[src/rtl/cdp1802_dma_responder_if.sv]
// cdp1802_dma_responder_if
//   Bundles the signals between the DMA/interrupt responder, the CPU core,
//   the display chip and the synchronous RAM.
//   slave  : the responder (consumes requests and CPU signals, drives timing/RAM/DMA outputs)
//   master : the surrounding system (CPU core, display chip, RAM)
//   Signals:
//     ce, dma_out_req, int_req, ie, cpu_sc[1:0], r0_we, r0_din[ADDR_W-1:0], ram_q[7:0]  -> responder
//     ram_rd, ram_a[ADDR_W-1:0], TPA, TPB, SC[1:0], DataOut[7:0], cpu_hold, int_ack,
//     r0[ADDR_W-1:0]                                                               <- responder
interface cdp1802_dma_responder_if #(
  parameter int ADDR_W = 16
);
  logic              ce;
  logic              dma_out_req;
  logic              int_req;
  logic              ie;
  logic [1:0]        cpu_sc;
  logic              r0_we;
  logic [ADDR_W-1:0] r0_din;
  logic [7:0]        ram_q;
  logic              ram_rd;
  logic [ADDR_W-1:0] ram_a;
  logic              TPA;
  logic              TPB;
  logic [1:0]        SC;
  logic [7:0]        DataOut;
  logic              cpu_hold;
  logic              int_ack;
  logic [ADDR_W-1:0] r0;

  modport slave (
    input  ce, dma_out_req, int_req, ie, cpu_sc, r0_we, r0_din, ram_q,
    output ram_rd, ram_a, TPA, TPB, SC, DataOut, cpu_hold, int_ack, r0
  );

  modport master (
    output ce, dma_out_req, int_req, ie, cpu_sc, r0_we, r0_din, ram_q,
    input  ram_rd, ram_a, TPA, TPB, SC, DataOut, cpu_hold, int_ack, r0
  );
endinterface

[src/rtl/cdp1802_dma_responder.sv]
// cdp1802_dma_responder
//   Machine-cycle sequencer for a CDP1802-style CPU: generates the 8-phase
//   cycle with TPA/TPB, arbitrates DMA-out and interrupt cycles requested by
//   the display chip, fetches DMA bytes from RAM through the R0 pointer and
//   presents them on DataOut.
//   Ports:
//     clk   : system clock, all state changes on its rising edge
//     reset : asynchronous, active-high reset
//     bus   : cdp1802_dma_responder_if.slave (requests, CPU state code, R0
//             write port, RAM port, timing pulses, DMA data, hold/ack)
module cdp1802_dma_responder #(
  parameter int ADDR_W = 16
) (
  input  logic                   clk,
  input  logic                   reset,
  cdp1802_dma_responder_if.slave bus
);

  typedef enum logic [1:0] {
    ST_CPU = 2'd0,
    ST_DMA = 2'd1,
    ST_INT = 2'd2
  } state_t;

  state_t            r_state;
  state_t            w_state_next;
  logic [2:0]        r_phase;
  logic [ADDR_W-1:0] r_r0;
  logic [7:0]        r_data_out;
  logic              r_rd_d;
  logic              r_int_ack;
  logic              w_cycle_end;
  logic              w_ram_rd;
  logic [ADDR_W-1:0] w_ram_a;
  logic [1:0]        w_sc;
  logic              w_hold;

  // The only edge on which the machine state may change.
  assign w_cycle_end = bus.ce && (r_phase == 3'd7);

  always_ff @(posedge clk or posedge reset) begin
    if (reset) begin
      r_state <= ST_CPU;
    end else if (w_cycle_end) begin
      r_state <= w_state_next;
    end
  end

  always_comb begin
    w_state_next = ST_CPU;
    w_ram_rd     = 1'b0;
    w_ram_a      = '0;
    w_sc         = bus.cpu_sc;
    w_hold       = 1'b0;

    // DMA wins over INT; an INT cycle is never followed directly by another.
    if (bus.dma_out_req) begin
      w_state_next = ST_DMA;
    end else if (bus.int_req && bus.ie && (r_state != ST_INT)) begin
      w_state_next = ST_INT;
    end

    case (r_state)
      ST_DMA: begin
        w_sc     = 2'b10;
        w_hold   = 1'b1;
        w_ram_a  = r_r0;
        w_ram_rd = (r_phase == 3'd1);
      end
      ST_INT: begin
        w_sc   = 2'b11;
        w_hold = 1'b1;
      end
      default: ;
    endcase
  end

  always_ff @(posedge clk or posedge reset) begin
    if (reset) begin
      r_phase    <= '0;
      r_r0       <= '0;
      r_data_out <= '0;
      r_rd_d     <= 1'b0;
      r_int_ack  <= 1'b0;
    end else begin
      if (bus.ce) begin
        r_phase <= r_phase + 3'd1;
      end
      // RAM answers one clk after the read strobe; grab the byte then.
      r_rd_d <= w_ram_rd;
      if (r_rd_d) begin
        r_data_out <= bus.ram_q;
      end
      r_int_ack <= w_cycle_end && (w_state_next == ST_INT);
      // A CPU write overrides the post-DMA increment on the same edge.
      if (bus.r0_we) begin
        r_r0 <= bus.r0_din;
      end else if (w_cycle_end && (r_state == ST_DMA)) begin
        r_r0 <= r_r0 + ADDR_W'(1);
      end
    end
  end

  assign bus.TPA      = (r_phase == 3'd1);
  assign bus.TPB      = (r_phase == 3'd6);
  assign bus.SC       = w_sc;
  assign bus.cpu_hold = w_hold;
  assign bus.int_ack  = r_int_ack;
  assign bus.ram_rd   = w_ram_rd;
  assign bus.ram_a    = w_ram_a;
  assign bus.DataOut  = r_data_out;
  assign bus.r0       = r_r0;

endmodule

[src/flat_wrapper.sv]
// flat-port wrapper written by rule: the top's interface ports become plain ports
module cdp1802_dma_responder_flat 
#(
  parameter int ADDR_W = 16
)
  (clk, reset, bus_ce, bus_dma_out_req, bus_int_req, bus_ie, bus_cpu_sc, bus_r0_we, bus_r0_din, bus_ram_q, bus_ram_rd, bus_ram_a, bus_TPA, bus_TPB, bus_SC, bus_DataOut, bus_cpu_hold, bus_int_ack, bus_r0);
  cdp1802_dma_responder_if #(.ADDR_W(ADDR_W)) bus_i ();
  input  logic clk;
  input  logic reset;
  input wire logic [$bits(bus_i.ce)-1:0] bus_ce;
  input wire logic [$bits(bus_i.dma_out_req)-1:0] bus_dma_out_req;
  input wire logic [$bits(bus_i.int_req)-1:0] bus_int_req;
  input wire logic [$bits(bus_i.ie)-1:0] bus_ie;
  input wire logic [$bits(bus_i.cpu_sc)-1:0] bus_cpu_sc;
  input wire logic [$bits(bus_i.r0_we)-1:0] bus_r0_we;
  input wire logic [$bits(bus_i.r0_din)-1:0] bus_r0_din;
  input wire logic [$bits(bus_i.ram_q)-1:0] bus_ram_q;
  output wire logic [$bits(bus_i.ram_rd)-1:0] bus_ram_rd;
  output wire logic [$bits(bus_i.ram_a)-1:0] bus_ram_a;
  output wire logic [$bits(bus_i.TPA)-1:0] bus_TPA;
  output wire logic [$bits(bus_i.TPB)-1:0] bus_TPB;
  output wire logic [$bits(bus_i.SC)-1:0] bus_SC;
  output wire logic [$bits(bus_i.DataOut)-1:0] bus_DataOut;
  output wire logic [$bits(bus_i.cpu_hold)-1:0] bus_cpu_hold;
  output wire logic [$bits(bus_i.int_ack)-1:0] bus_int_ack;
  output wire logic [$bits(bus_i.r0)-1:0] bus_r0;
  assign bus_i.ce = bus_ce;
  assign bus_i.dma_out_req = bus_dma_out_req;
  assign bus_i.int_req = bus_int_req;
  assign bus_i.ie = bus_ie;
  assign bus_i.cpu_sc = bus_cpu_sc;
  assign bus_i.r0_we = bus_r0_we;
  assign bus_i.r0_din = bus_r0_din;
  assign bus_i.ram_q = bus_ram_q;
  assign bus_ram_rd = bus_i.ram_rd;
  assign bus_ram_a = bus_i.ram_a;
  assign bus_TPA = bus_i.TPA;
  assign bus_TPB = bus_i.TPB;
  assign bus_SC = bus_i.SC;
  assign bus_DataOut = bus_i.DataOut;
  assign bus_cpu_hold = bus_i.cpu_hold;
  assign bus_int_ack = bus_i.int_ack;
  assign bus_r0 = bus_i.r0;
  cdp1802_dma_responder #(.ADDR_W(ADDR_W)) u_core (.clk(clk), .reset(reset), .bus(bus_i));
endmodule
[config.mk]
export PLATFORM = sky130hd
export DESIGN_NAME = cdp1802_dma_responder_flat
export DESIGN_NICKNAME = d
export VERILOG_FILES = /design/src/rtl/cdp1802_dma_responder_if.sv /design/src/rtl/cdp1802_dma_responder.sv /design/src/flat_wrapper.sv
export SDC_FILE = /design/constraint.sdc
export NUM_CORES = 1
export LEC_CHECK = 0
export ABC_CLOCK_PERIOD_IN_PS = 2000
export BUFFER_PORTS_ARGS = -buffer_cell sky130_fd_sc_hd__buf_4
export CELL_PAD_IN_SITES_DETAIL_PLACEMENT = 1
export CELL_PAD_IN_SITES_GLOBAL_PLACEMENT = 1
export CORE_ASPECT_RATIO = 0.8
export CORE_MARGIN = 3
export CORE_UTILIZATION = 34
export DETAILED_ROUTE_END_ITERATION = 10
export PLACE_DENSITY = 0.85
export RECOVER_POWER = 100
export SYNTH_ARGS = -nofsm -noshare
export SYNTH_HDL_FRONTEND = slang
export SYNTH_SLANG_ARGS = --single-unit
[constraint.sdc]
create_clock -name clk -period 2 [get_ports clk]
set_input_delay 0.3 -clock clk [delete_from_list [all_inputs] [get_ports clk]]
set_output_delay 0.3 -clock clk [all_outputs]
set_load 0.01 [all_outputs]
# After elaboration in Yosys (flattened, before gate mapping)
# Index checks and enable logic that the tools add are counted.
# op_classes
n_eq_ne,7
n_addsub,2
muxes,8
n_reduce_logical,7
# ops
cell,count
2-to-1 mux 16 bit,3
adder 16 x 1 -> 16 bit (second input constant),1
== test 3 bit (second input constant),2
logical AND 1 bit,5
== test 2 bit (second input constant),2
2-to-1 mux 2 bit,2
case mux 2 bit (2 select lines),1
adder 3 x 1 -> 3 bit (second input constant),1
== test 3 x 1 -> 1 bit (second input constant),1
== test 2 x 1 -> 1 bit (second input constant),1
2-to-1 mux 1 bit,2
inequality test 2 bit (second input constant),1
nonzero test 2 bit,1
OR reduction 2 bit,1
# totals
wordCells,30
inputBits,33
reg_bits,31

# Depth between registers and ports, before layout
# logic_depth
depth_word,6
mapped_depth,6
mapped_depth_nobuf,6

# Worst setup path before layout
# OpenSTA, ideal clock, no wires.
# synth_path
path_kind,register to register
startpoint,reg u_core.r_phase[0]
endpoint,reg u_core.r_r0[14] (netlist: u_core.bus.r0[14])
setup_slack_ns,0.223
path_buffers,0
synth_period_minus_slack_ns,1.777
path_stages_with_launch,7
required_time_ns,1.876
arrival_time_ns,1.653
setup_ns,0.124
cell_sequence,dfrtp_1 > ha_1 > ha_1 > and4_4 > nand2_1 > o31a_1 > o31a_1
# synth_via
elab_chain_cells,4
# synth_lines
element,line,text
"start, declared",cdp1802_dma_responder.sv:27,logic [2:0] r_phase;
"start signal, assigned",cdp1802_dma_responder.sv:87,r_phase <= r_phase + 3'd1;
== test 3 bit,cdp1802_dma_responder.sv:39,assign w_cycle_end = bus.ce && (r_phase == 3'd7);
logical AND 1 bit,cdp1802_dma_responder.sv:39,
logical AND 1 bit,cdp1802_dma_responder.sv:98,end else if (w_cycle_end && (r_state == ST_DMA)) begin
nonzero test 2 bit (no source line),-,
"end signal, assigned",cdp1802_dma_responder.sv:97,r_r0 <= bus.r0_din;
"end signal, assigned",cdp1802_dma_responder.sv:99,r_r0 <= r_r0 + ADDR_W'(1);
"end, declared",cdp1802_dma_responder.sv:28,logic [ADDR_W-1:0] r_r0;
# Every way passes these cells.
# A chain may end at the register's enable or synchronous reset.

# Worst setup path in the final report
# Ends and elaborated chain as after synthesis.

==> impl_metrics.env <==
export IMPL_dieArea_um2=6110
export IMPL_powerDensity_nw_per_um2=1080
export IMPL_timing_rr_start="u_core.r_phase[0]"
export IMPL_drv_slew=32
export IMPL_cts_hold_buffers_added=0
export IMPL_cts_tree="yes"
export IMPL_seq_area_frac_synth=0.439
export IMPL_cp_num_buf_inv=0
export IMPL_synth_top_area_share=0.439
export IMPL_use_met2=0.282
export IMPL_p_leak_nw=1.05
export IMPL_clock_sinks=31
export IMPL_dr_pass1_iters=4
export IMPL_die_w_um=86.6
export IMPL_nNetsFinal=292
export IMPL_placed_cells=305
export IMPL_io_buffer_count=79
export IMPL_synth_edf_count=0
export IMPL_cts_buffers=5
export IMPL_synthesis_area_um2=1770
export IMPL_crit_type="flip-flop to flip-flop"
export IMPL_cp_start_kind="flip-flop"
export IMPL_path_delay_family="compound AO/OA/AOI/OAI gates"
export IMPL_synth_area_leader_cell="dfrtp_1"
export IMPL_stdcell_count=313
export IMPL_met3_usage=0.0483
export IMPL_hold_path_cell_count=2
export IMPL_finalSetupTns_ns=0
export IMPL_synth_most_common_cell="dfrtp_1"
export IMPL_async_flop_share=1.00
export IMPL_cp_required_ns=2.17
export IMPL_synth_cells=171
export IMPL_synth_seq_cells=31
export IMPL_grt_pass1_vias=1726
export IMPL_ios=80
export IMPL_cp_arrival_ns=2.06
export IMPL_seqPwrFrac=0.379
export IMPL_cts_root_buffer="clkbuf_8"
export IMPL_htree_levels=2
export IMPL_synth_main_ff_cell="dfrtp_1"
export IMPL_maxSlewHeadroom=-0.133
export IMPL_ir_drop_uv=599
export IMPL_grt_pass1_wl_um=8210
export IMPL_synth_fp_nets=211
export IMPL_violations="max-capacitance violations, max-slew violations"
export IMPL_synthTopCellsByCount="dfrtp_1 (31), nand2_1 (21), and2_1 (17)"
export IMPL_tightest_slew_ns=1.70
export IMPL_clock_fmax_ghz=0.531
export IMPL_gr_total_overflow=0
export IMPL_grt_setup_unrepaired="false"
export IMPL_clock_power_share=0.188
export IMPL_synth_cell_types=37
export IMPL_initial_core_util=0.369
export IMPL_clkTransAtPathRegs_ns=0.07
export IMPL_hold_path_class="input pin to flip-flop"
export IMPL_cts_setup_buffers=0
export IMPL_cpMostUsedCell="o31a_1"
export IMPL_via_count=1568
export IMPL_path_cells="ha_1 > ha_2 > and4_4 > nand2_1 > o31a_1 > o31a_1"
export IMPL_nFillCells=575
export IMPL_combPwrFrac=0.434
export IMPL_max_cap_violations=1
export IMPL_status="finished, violations left"
export IMPL_cts_buffer_depth=2
export IMPL_avgSynthCellArea_um2=10.3
export IMPL_timing_final_crit_share=0.942
export IMPL_core_area_um2=4790
export IMPL_drtIter0Drc=56
export IMPL_holdPathEnd="u_core.bus.int_ack"
export IMPL_wl_per_cell_um=16.0
export IMPL_rows=22
export IMPL_drc=0
export IMPL_antenna_cells=0
export IMPL_grt_total_usage=0.170
export IMPL_cp_max_fo=5
export IMPL_crit_path_end_kind="flip-flop"
export IMPL_r2r_end="u_core.bus.r0[14]"
export IMPL_vias_per_cell=5.01
export IMPL_rr_worst_depth=6
export IMPL_clock_latency_ns=0.28
export IMPL_p_switching_mw=0.994
export IMPL_yosysWarnings=0
export IMPL_cts_resized=0
export IMPL_final_util=0.492
export IMPL_power_total_mw=2.54
export IMPL_place_hpwl_um=3850
export IMPL_grt_max_degree=35
export IMPL_crit_path_start="u_core.r_phase[0]"
export IMPL_drive_gt1_frac=0.285
export IMPL_setup_violations=0
export IMPL_area_growth_pct=33.4
export IMPL_layout_min_cycle_time_ns=1.88
export IMPL_hp_start="bus_dma_out_req"
export IMPL_wirelength_um=5000
export IMPL_grt_busiest_layer="met2"
export IMPL_p_int_mw=1.55
export IMPL_synth_area_leaders="dfrtp_1 (44%), mux2_2 (7.0%), and2_1 (6.0%)"
export IMPL_die_y_um=70.5
export IMPL_antenna_left=0
export IMPL_gp_congestion=0.720
export IMPL_crit_path_max_incr_delay_ns=0.41
export IMPL_grt_antenna_before_repair=0
export IMPL_grt_util_met1=0.212
export IMPL_swShare=0.391
export IMPL_reg2reg_slack_ns=0.12
export IMPL_fin_worst_skew_ns=0.00496
export IMPL_crit_path_top_delay_cell="dfrtp_1"
export IMPL_hold_viol=0
cell families (layout without fill, tap and decap cells):
kind of cell | after synthesis | in the layout | share of synthesized area
compound gates | 20 | 20 | 0.0679
xor+xnor | 12 | 12 | 0.0594
fa+ha+maj | 7 | 7 | 0.0495
buf+inv | 14 | 96 | 0.0375
flops | 31 | 31 | 0.439
mux | 13 | 13 | 0.0814
simple gates | 74 | 74 | 0.265
final cells by class:
type	instances	area, um^2	share of cell area
Inverter	7	26.3	0.0111
Clock buffer	5	68.8	0.0292
Tap cell	60	75.1	0.0318
Multi-Input combinational cell	126	928	0.394
Timing Repair Buffer	81	469	0.199
Clock inverter	3	15.0	0.00637
Sequential cell	31	776	0.329
state kept, by name, summed over array words and instances (netlist names):
register / flops
u_core.r_state: 2
u_core.bus.int_ack: 1
u_core.bus.DataOut: 8
u_core.r_phase: 3
u_core.r_rd_d: 1
u_core.bus.r0: 16
metrics by stage:
stage / cell area (um^2) / setup slack, ns / hold WS, ns
after floorplan: 1770 / 0.223 / 0.382
after global placement: 2410 / 0.167 / 0.414
after detailed placement: 2410 / 0.0796 / 0.417
after CTS: 2490 / 0.0659 / 0.111
after global routing: 2360 / 0.0114 / 0.195
final: 2360 / 0.117 / 0.204
power groups by stage:
stage | Sequential, mW | Clock (mW) | Combinational [mW]
final | 0.962 | 0.477 | 1.10
after CTS | 0.967 | 0.489 | 1.30
after detailed placement | 0.979 | 0 | 1.29
after floorplan | 0.982 | 0 | 0.618
after global placement | 0.957 | 0 | 1.24
after global routing | 0.992 | 0.522 | 1.23
metal layers:
layer | vias to the layer above | share of wire
li1 | 746 | -
met1 | 757 | 0.44
met2 | 56 | 0.47
met3 | 9 | 0.074
met4 | 0 | 0.015
met5 | - | 0
worst max path at each step:
stage | to | slack [ns] | cells past startpoint
floorplan | u_core.bus.r0[14] | 0.22 | 6
global placement | u_core.bus.r0[14] | 0.17 | 6
detailed placement | u_core.bus.r0[14] | 0.08 | 6
CTS | u_core.bus.r0[14] | 0.07 | 6
global route | bus_ram_rd | 0.01 | 5
finish | u_core.bus.r0[14] | 0.12 | 6
cells in the final DEF, fill, tap and decap left out, types with 4 or more instances in the layout:
master / count
and2_0: 11
and2_1: 6
buf_4: 43
clkbuf_1: 37
clkbuf_8: 5
dfrtp_1: 31
ha_1: 6
inv_1: 7
mux2_2: 11
nand2_1: 21
nand3_1: 5
nor2_1: 4
nor4_1: 5
o21ai_0: 13
xnor2_1: 5
xor2_1: 7
worst register-to-register path, cell delays in order, from the launching register on:
cell,delay [ns]
dfrtp_1,0.41
ha_1,0.19
ha_2,0.24
and4_4,0.28
nand2_1,0.08
o31a_1,0.31
o31a_1,0.27
Note: power is estimated with default switching activity, not from simulation.
